`src/rtl/mem_arbiter.sv`:
```
`default_nettype none
// ============================================================================
// Module   : mem_arbiter
// Brief    : Shares one pipelined main memory between I-cache block fills,
//            D-cache block fills and D-side write-through stores.
// Revision : 1.0 - initial release
// ============================================================================
module mem_arbiter #(
    parameter int ADDR_W      = 16,
    parameter int BLOCK_WORDS = 8,
    parameter int WORD_BYTES  = 2
) (
    input  logic                           clk,
    input  logic                           rst,
    input  logic                           i_req,
    input  logic [ADDR_W-1:0]              i_addr,
    input  logic                           d_req,
    input  logic [ADDR_W-1:0]              d_addr,
    input  logic                           d_wr_req,
    input  logic [ADDR_W-1:0]              d_wdata,
    output logic                           mem_enable,
    output logic                           mem_wr,
    output logic [ADDR_W-1:0]              mem_addr,
    output logic [ADDR_W-1:0]              mem_wdata,
    input  logic                           mem_data_valid,
    input  logic [ADDR_W-1:0]              mem_rdata,
    output logic [ADDR_W-1:0]              fill_data,
    output logic [$clog2(BLOCK_WORDS)-1:0] fill_word,
    output logic                           i_fill_we,
    output logic                           d_fill_we,
    output logic                           i_done,
    output logic                           d_done,
    output logic                           busy
);

    localparam int c_IDX_W = $clog2(BLOCK_WORDS);
    localparam int c_CNT_W = c_IDX_W + 1;

    localparam logic [ADDR_W-1:0]  c_OFF_MASK  = ADDR_W'(BLOCK_WORDS * WORD_BYTES - 1);
    localparam logic [c_CNT_W-1:0] c_BLOCK_CNT = c_CNT_W'(BLOCK_WORDS);
    localparam logic [c_IDX_W-1:0] c_LAST_IDX  = c_IDX_W'(BLOCK_WORDS - 1);

    localparam logic [1:0] c_IDLE   = 2'd0;
    localparam logic [1:0] c_WRITE  = 2'd1;
    localparam logic [1:0] c_FILL_I = 2'd2;
    localparam logic [1:0] c_FILL_D = 2'd3;

    logic [1:0]         r_state;
    logic [ADDR_W-1:0]  r_base;
    logic [c_CNT_W-1:0] r_issue_cnt;
    logic [c_IDX_W-1:0] r_recv_cnt;

    logic               w_filling;
    logic               w_issuing;
    logic               w_last;
    logic [ADDR_W-1:0]  w_issue_addr;

    assign w_filling    = (r_state == c_FILL_I) || (r_state == c_FILL_D);
    assign w_issuing    = w_filling && (r_issue_cnt < c_BLOCK_CNT);
    assign w_last       = w_filling && mem_data_valid && (r_recv_cnt == c_LAST_IDX);
    // Address arithmetic deliberately wraps at ADDR_W bits.
    assign w_issue_addr = r_base + ADDR_W'(r_issue_cnt) * ADDR_W'(WORD_BYTES);

    always_ff @(posedge clk or posedge rst) begin
        if (rst) begin
            r_state     <= c_IDLE;
            r_base      <= '0;
            r_issue_cnt <= '0;
            r_recv_cnt  <= '0;
        end else begin
            case (r_state)
                c_IDLE: begin
                    if (d_wr_req) begin
                        r_state <= c_WRITE;
                    end else if (d_req) begin
                        r_state <= c_FILL_D;
                        r_base  <= d_addr & ~c_OFF_MASK;
                    end else if (i_req) begin
                        r_state <= c_FILL_I;
                        r_base  <= i_addr & ~c_OFF_MASK;
                    end
                end
                c_WRITE: begin
                    r_state <= c_IDLE;
                end
                c_FILL_I, c_FILL_D: begin
                    if (w_issuing) begin
                        r_issue_cnt <= r_issue_cnt + 1'b1;
                    end
                    if (w_last) begin
                        r_state     <= c_IDLE;
                        r_issue_cnt <= '0;
                        r_recv_cnt  <= '0;
                    end else if (mem_data_valid) begin
                        r_recv_cnt <= r_recv_cnt + 1'b1;
                    end
                end
                default: begin
                    r_state <= c_IDLE;
                end
            endcase
        end
    end

    // Returns that arrive in IDLE or WRITE are stale and dropped here.
    always_comb begin
        mem_enable = 1'b0;
        mem_wr     = 1'b0;
        mem_addr   = '0;
        mem_wdata  = '0;
        fill_data  = '0;
        fill_word  = '0;
        i_fill_we  = 1'b0;
        d_fill_we  = 1'b0;
        i_done     = 1'b0;
        d_done     = 1'b0;
        case (r_state)
            c_WRITE: begin
                mem_enable = 1'b1;
                mem_wr     = 1'b1;
                mem_addr   = d_addr;
                mem_wdata  = d_wdata;
                d_done     = 1'b1;
            end
            c_FILL_I, c_FILL_D: begin
                if (w_issuing) begin
                    mem_enable = 1'b1;
                    mem_addr   = w_issue_addr;
                end
                if (mem_data_valid) begin
                    fill_data = mem_rdata;
                    fill_word = r_recv_cnt;
                    if (r_state == c_FILL_D) begin
                        d_fill_we = 1'b1;
                        d_done    = w_last;
                    end else begin
                        i_fill_we = 1'b1;
                        i_done    = w_last;
                    end
                end
            end
            default: begin
            end
        endcase
    end

    assign busy = (r_state != c_IDLE);

endmodule
`default_nettype wire
```
`config.mk`:
```
export PLATFORM = sky130hd
export DESIGN_NAME = mem_arbiter
export DESIGN_NICKNAME = d
export VERILOG_FILES = /design/src/rtl/mem_arbiter.sv
export SDC_FILE = /design/constraint.sdc
export NUM_CORES = 1
export LEC_CHECK = 0
export ABC_AREA = 1
export BUFFER_PORTS_ARGS = -buffer_cell sky130_fd_sc_hd__buf_2
export CAP_MARGIN = 10
export CORE_UTILIZATION = 37
export CTS_CLUSTER_DIAMETER = 60
export DETAILED_ROUTE_END_ITERATION = 10
export GPL_ROUTABILITY_DRIVEN = 1
export PLACE_DENSITY = 0.77
export SLEW_MARGIN = 10
export SYNTH_ARGS = -nofsm -noshare
export SYNTH_HDL_FRONTEND = slang
export SYNTH_SLANG_ARGS = --single-unit
```
`constraint.sdc`:
```
create_clock -name clk -period 1.6 [get_ports clk]
set_input_delay 0.32 -clock clk [delete_from_list [all_inputs] [get_ports clk]]
set_output_delay 0.32 -clock clk [all_outputs]
set_load 0.005 [all_outputs]
```
==> flow_summary.yaml, run 1 <==
status:
  status: "finished with violations"
  violations: "DRC, setup timing"
final_layout:
  most-common-layout-cells: "buf_2 (123), inv_1 (57), nand2_1 (54)"
  fin_util: 0.6163
  area_growth_pct: 55.21
  layout_commonest_cell: "buf_2"
  fin_cells: 478
  drive_gt1_frac: 0.4554
  num_antenna_cells: 0
  fin_nets: 502
cts:
  cts_root_buffer: "clkbuf_8"
  cts_hold_buffers: 0
  clk_pin_slew_ns: 0.08
  cts_tree: "done"
  cts_sinks: 21
  htreeDepth: 1
  clk_latency_ns: 0.27
  ctsLongestPathBuffers: 2
  cts_buffers: 3
critical_path:
  critPathLaunchType: "register"
  cp_slowest_stage_delay_ns: 0.39
  cp_common_cell: "nand3_1"
  cp_slowest_cell: "dfrtp_1"
  r2r_cells: 7
  cp.required_ns: 1.28
  crit_arrival_ns: 1.62
  path_cells: "ha_4 -> buf_4 -> nand3_1 -> nor2_4 -> nand3_1 -> nand2_1 -> o21ai_1 -> buf_2"
  crit_fanout: 4
  cp-end-kind: "primary output"
  path_class: "register to primary output"
route:
  dr.pass1.iters: 8
  antenna_left: 0
  wl_per_cell_um: 10.83
  drc_errors: 12
  wl_um: 5175
  viasPerCell: 4.745
  vias: 2268
  drtIter0Drc: 100
die:
  die_h_um: 71.30
  floorplan.initialDensity: 0.3971
  io_pins: 128
  rows: 24
  fp.coreArea_um2: 4474
  die_area_um2: 5083
  die_w_um: 71.30
place:
  numPlacedInstances: 469
  gp_congestion: 0.8690
  hpwl_um: 3948
  post-place-ws_ns: -0.2072
  numPortBuffers: 123
logic_synthesis:
  ys_seq_area_frac: 0.2958
  yosysWarnings: 0
  synth_top_area_cell: "dfrtp_1"
  synth_top_cell_area_share: 0.2958
  synth_cell_types: 23
  netlist_instances: 287
  synth-seq-cells: 21
  syn-num-nets: 362
  syn-cell-area_um2: 1777
  syn_avg_cell_area_um2: 6.191
  synth_area_leaders: "dfrtp_1 (30%), nand2_1 (13%), inv_1 (13%), nor2_1 (12%), o21ai_0 (7.9%)"
timing:
  timing.final.crit_share: 1.213
  hold_viol: 0
  whs_ns: 0.06424
  rsz0062_at_grt: "yes"
  final-setup-viol-count: 33
  skew_ns: 0.007511
  fin_crit_ns: 1.941
  max_slew_margin: 0.8130
  setup_ws_ns: -0.3407
  max_freq_mhz: 515.3
  finalMaxSlewViolations: 0
  worstMarginPinSlew_ns: 0.2805
power_and_ir_drop:
  totalPowerFinal_w: 0.003949
  p_per_area_nw_per_um2: 1432
  p_leak_nw: 1.694
  power_frac_clock: 0.091
  share_comb_of_total_power: 0.642
  pwr-share-seq: 0.267
  p_sw_w: 0.001787
  ir_drop_uv: 789.1
  internal_power_w: 0.002162
  p_sw_frac: 0.4525
grt:
  grt_start_max_net_pins: 22
  met3_usage: 0.04360
  grt_use_met2: 0.4180
  busiest_layer: "met2"
  grt_pass1_wl_um: 8445
  track_usage: 0.2080
  grt_pass1_vias: 2041
  use_met1: 0.2113
  grt_overflow: 0
  antenna_found_initial: 0
min_path:
  hold_class: "primary input to async pin"
run:
  maxCapViolations: 0
worst max-delay path, delay by kind of cell, from the launching register on:
family | cells | cell delay (ns)
compound gates | 1 | 0.06
fa+ha+maj | 1 | 0.16
simple gates | 4 | 0.47
buf+inv | 2 | 0.25
flops | 1 | 0.39
cell families (layout without fill, tap and decap cells):
family | count (synthesis) | count (layout) | synth area share
flip-flops | 21 | 21 | 0.2958
multiplexers | 5 | 5 | 0.03169
buffers and inverters | 74 | 213 | 0.1732
adder cells (fa/ha/maj) | 5 | 5 | 0.03521
AO/OA/AOI/OAI | 46 | 46 | 0.1451
AND/OR/NAND/NOR | 136 | 136 | 0.3190
path summary, 6_finish.rpt:
kind                                start              to  slack (ns)
setup / recovery                r_base[4]    mem_addr[11]       -0.34
hold / removal                        rst  r_issue_cnt[1]        0.06
setup reg to reg               r_state[1]      r_base[14]        0.21
hold reg to reg            r_issue_cnt[2]  r_issue_cnt[2]        0.52
max in group asynchronous             rst      r_state[1]        1.30
min in group clk                 d_wr_req      r_state[0]        0.33
final cells by class:
type | count | area [µm²]
fillers | 398 | 1717
multi-input cells | 192 | 1064
repair buffers | 145 | 808.3
flip-flops and latches | 21 | 526.8
inverters | 64 | 247.7
well taps | 52 | 65.06
clock buffers | 3 | 41.29
clock inverters | 1 | 5.005
per-layer routing:
layer,up-vias,part of all wire
met4,0,0.014
met2,107,0.51
met5,-,0
met3,7,0.092
met1,998,0.38
li1,1156,-
stage by stage:
stage / area [µm²] / setup TNS [ns]
3_3_place_gp: 2517 / -0.7343
2_1_floorplan: 1777 / 0
6_report: 2758 / -4.188
4_1_cts: 2701 / -3.535
3_5_place_dp: 2517 / -0.9531
5_1_grt: 2758 / -6.277
flip-flops by register name, indices dropped and copies added (netlist names):
| name | flops |
|---|---|
| r_base | 12 |
| r_issue_cnt | 4 |
| r_recv_cnt | 3 |
| r_state | 2 |
cell usage after synthesis:
library cell,count
nand2_1,61
inv_1,60
nor2_1,56
o21ai_0,28
dfrtp_1,21
nand3_1,10
a21oi_1,9
ha_1,5
mux2_2,5
o21ai_2,5
inv_2,4
nand4_1,4
buf_2,3
buf_6,3
clkbuf_1,3
nor2_4,2
o22ai_1,2
a21boi_0,1
a22o_1,1
buf_4,1
nand2_2,1
nand3b_1,1
nor3_4,1
power groups by stage:
stage                     combinational [W]  clock (W)  sequential (W)
after floorplan                     0.00129          0        0.000979
after global placement              0.00210          0         0.00100
after detailed placement            0.00214          0         0.00101
after CTS                           0.00243   0.000375         0.00103
after global routing                0.00285   0.000389         0.00109
final                               0.00253   0.000361         0.00105
timing repair:
action                     CTS  global route
pin swaps                    8             5
setup endpoints to repair   36            57
resized for setup           42            12
setup buffers                4             3
Note: power is estimated with default switching activity, not from simulation.
==> run 2, diff against run 1 <==
CAP_MARGIN = unset   (was 10)
CORE_UTILIZATION = 40   (was 37)
PLACE_DENSITY = 0.79   (was 0.77)
clock period = 2.1 ns   (was 1.6 ns; I/O delays follow)
==> run 2 against run 1 <==
Net effect: the run now ends clean; count of clock-buffer cells in the layout grew 1; critical path depth rose by 2; largest cell class unchanged; utilization grew 0.20 points; via count down 5.7%.
==> flow_summary.yaml, run 2 (same netlist as run 1, synthesis figures left out) <==
final_layout:
  fin_util: 0.6184
  fin_cells: 464
  drive_gt1_frac: 0.3961
  area_growth_pct: 44.23
  layout_commonest_cell: "buf_2"
  num_antenna_cells: 0
  reg_top3: "r_base (12), r_issue_cnt (4), r_recv_cnt (3)"
  largest_register_ffs: 12
  fin_nets: 490
  most-common-layout-cells: "buf_2 (123), inv_1 (59), nand2_1 (59)"
  regMostFlops: "r_base"
  final_area_um2: 2562
critical_path:
  cp_common_cell: "nand2_1"
  crit_fanout: 5
  critPathLaunchType: "register"
  cp-end-kind: "primary output"
  path_class: "register to primary output"
  cp_slowest_stage_delay_ns: 0.40
  cp_slowest_cell: "dfrtp_1"
  cp.required_ns: 1.68
  path_cells: "ha_4 -> ha_4 -> nand2_2 -> nor2_4 -> nand2_1 -> nand2_2 -> o21ai_2 -> nand2_1 -> nand2_1 -> buf_2"
  crit_arrival_ns: 1.62
die:
  rows: 23
  die_area_um2: 4712
  die_h_um: 68.65
  die_w_um: 68.65
  io_pins: 128
  floorplan.initialDensity: 0.4287
  fp.coreArea_um2: 4144
cts:
  cts_tree: "done"
  cts_root_buffer: "clkbuf_8"
  cts_buffers: 3
  clk_pin_slew_ns: 0.07
  ctsLongestPathBuffers: 2
  htreeDepth: 1
  cts_sinks: 21
  cts_hold_buffers: 0
  clk_latency_ns: 0.26
timing:
  finalMaxSlewViolations: 0
  worstMarginPinSlew_ns: 0.3719
  max_freq_mhz: 490.2
  final-setup-viol-count: 0
  max_slew_margin: 0.7517
  rsz0062_at_grt: "yes"
  skew_ns: 0.003232
  hold_viol: 0
  setup_tns_ns: 0
  fin_crit_ns: 2.040
  timing.final.crit_share: 0.9714
place:
  place_area_um2: 2432
  numPlacedInstances: 456
  gp_congestion: 0.8829
  numPortBuffers: 123
  hpwl_um: 3693
route:
  wl_um: 4691
  dr.pass1.iters: 4
  viasPerCell: 4.608
  vias: 2138
  drc_errors: 0
  wl_per_cell_um: 10.11
  antenna_left: 0
  drtIter0Drc: 42
power_and_ir_drop:
  p_leak_nw: 1.596
  internal_power_w: 0.001448
  pwr-share-seq: 0.311
  share_comb_of_total_power: 0.591
  totalPowerFinal_w: 0.002673
  p_sw_w: 0.001225
  p_per_area_nw_per_um2: 1043
  p_sw_frac: 0.4582
  power_frac_clock: 0.098
  ir_drop_uv: 624.6
run:
  maxCapViolations: 0
status:
  status: "complete, no violations"
grt:
  grt_overflow: 0
  grt_pass1_vias: 1829
  grt_pass1_wl_um: 7224
  track_usage: 0.2045
  grt_start_max_net_pins: 26
  antenna_found_initial: 0
min_path:
  hold_class: "primary input to async pin"
==> run 2: changes by cell type in the layout (fill, tap and decap cells not counted), sizes merged <==
cell	change
clkinv	-1
inv	-1
buf	-13
clkbuf	+1
clkinvlp	+2
==> run 2: layout make-up <==
type                       instances  area (µm²)
multi-input combinational        192       993.5
fill                             367        1582
inverter                          64       244.0
tap                               50       62.56
timing repair buffer             132       686.9
timing repair inverter             1       5.005
clock buffer                       4       45.04
sequential                        21       525.5
==> run 2: layer usage <==
layer / wire length (µm) / vias to the layer above / GRT usage
li1: - / 1128 / -
met1: 1778 / 902 / 0.2004
met2: 2412 / 104 / 0.4265
met3: 457 / 4 / 0.03618
met4: 42 / 0 / 0.05208
met5: 0 / - / 0
==> run 2: final timing paths <==
check	cells past startpoint	end	start	slack, ns
hold / removal	3	r_base[10]	rst	0.18
max in group asynchronous	3	r_recv_cnt[0]	rst	1.70
setup reg to reg	7	r_base[4]	r_state[1]	0.68
setup / recovery	10	mem_addr[14]	r_issue_cnt[3]	0.06
min in group clk	3	r_state[0]	d_wr_req	0.44
hold reg to reg	1	r_issue_cnt[2]	r_issue_cnt[2]	0.52
==> run 2: timing repair <==
item	4_1_cts	5_1_grt
resized for setup	4	12
setup endpoints to repair	4	7
pin swaps	1	2
setup buffers	0	3
cloned	0	1
==> run 2: metrics by stage <==
| step | worst slack (ns) | hold WS, ns |
|---|---|---|
| 2_1_floorplan | 0.4074 | 0.3965 |
| 3_3_place_gp | 0.1606 | 0.4638 |
| 3_5_place_dp | 0.1303 | 0.4671 |
| 4_1_cts | 0.01598 | 0.1862 |
| 5_1_grt | -0.04688 | 0.2094 |
| 6_report | 0.06000 | 0.1795 |
==> run 2: power groups by stage <==
| stage | Sequential [W] | Combinational, W | Clock [W] |
|---|---|---|---|
| floorplan | 0.000746 | 0.000982 | 0 |
| global placement | 0.000801 | 0.00143 | 0 |
| detailed placement | 0.000812 | 0.00147 | 0 |
| CTS | 0.000814 | 0.00150 | 0.000270 |
| global route | 0.000856 | 0.00186 | 0.000280 |
| finish | 0.000830 | 0.00158 | 0.000262 |
==> run 2: critical path: cells and delay by family, from the launching register on <==
kind | cells | cell delay (ns)
AOI/OAI and AO/OA | 1 | 0.05
adders and majority gates | 2 | 0.31
buffers and inverters | 1 | 0.12
DFF | 1 | 0.40
and+or+nand+nor | 6 | 0.47
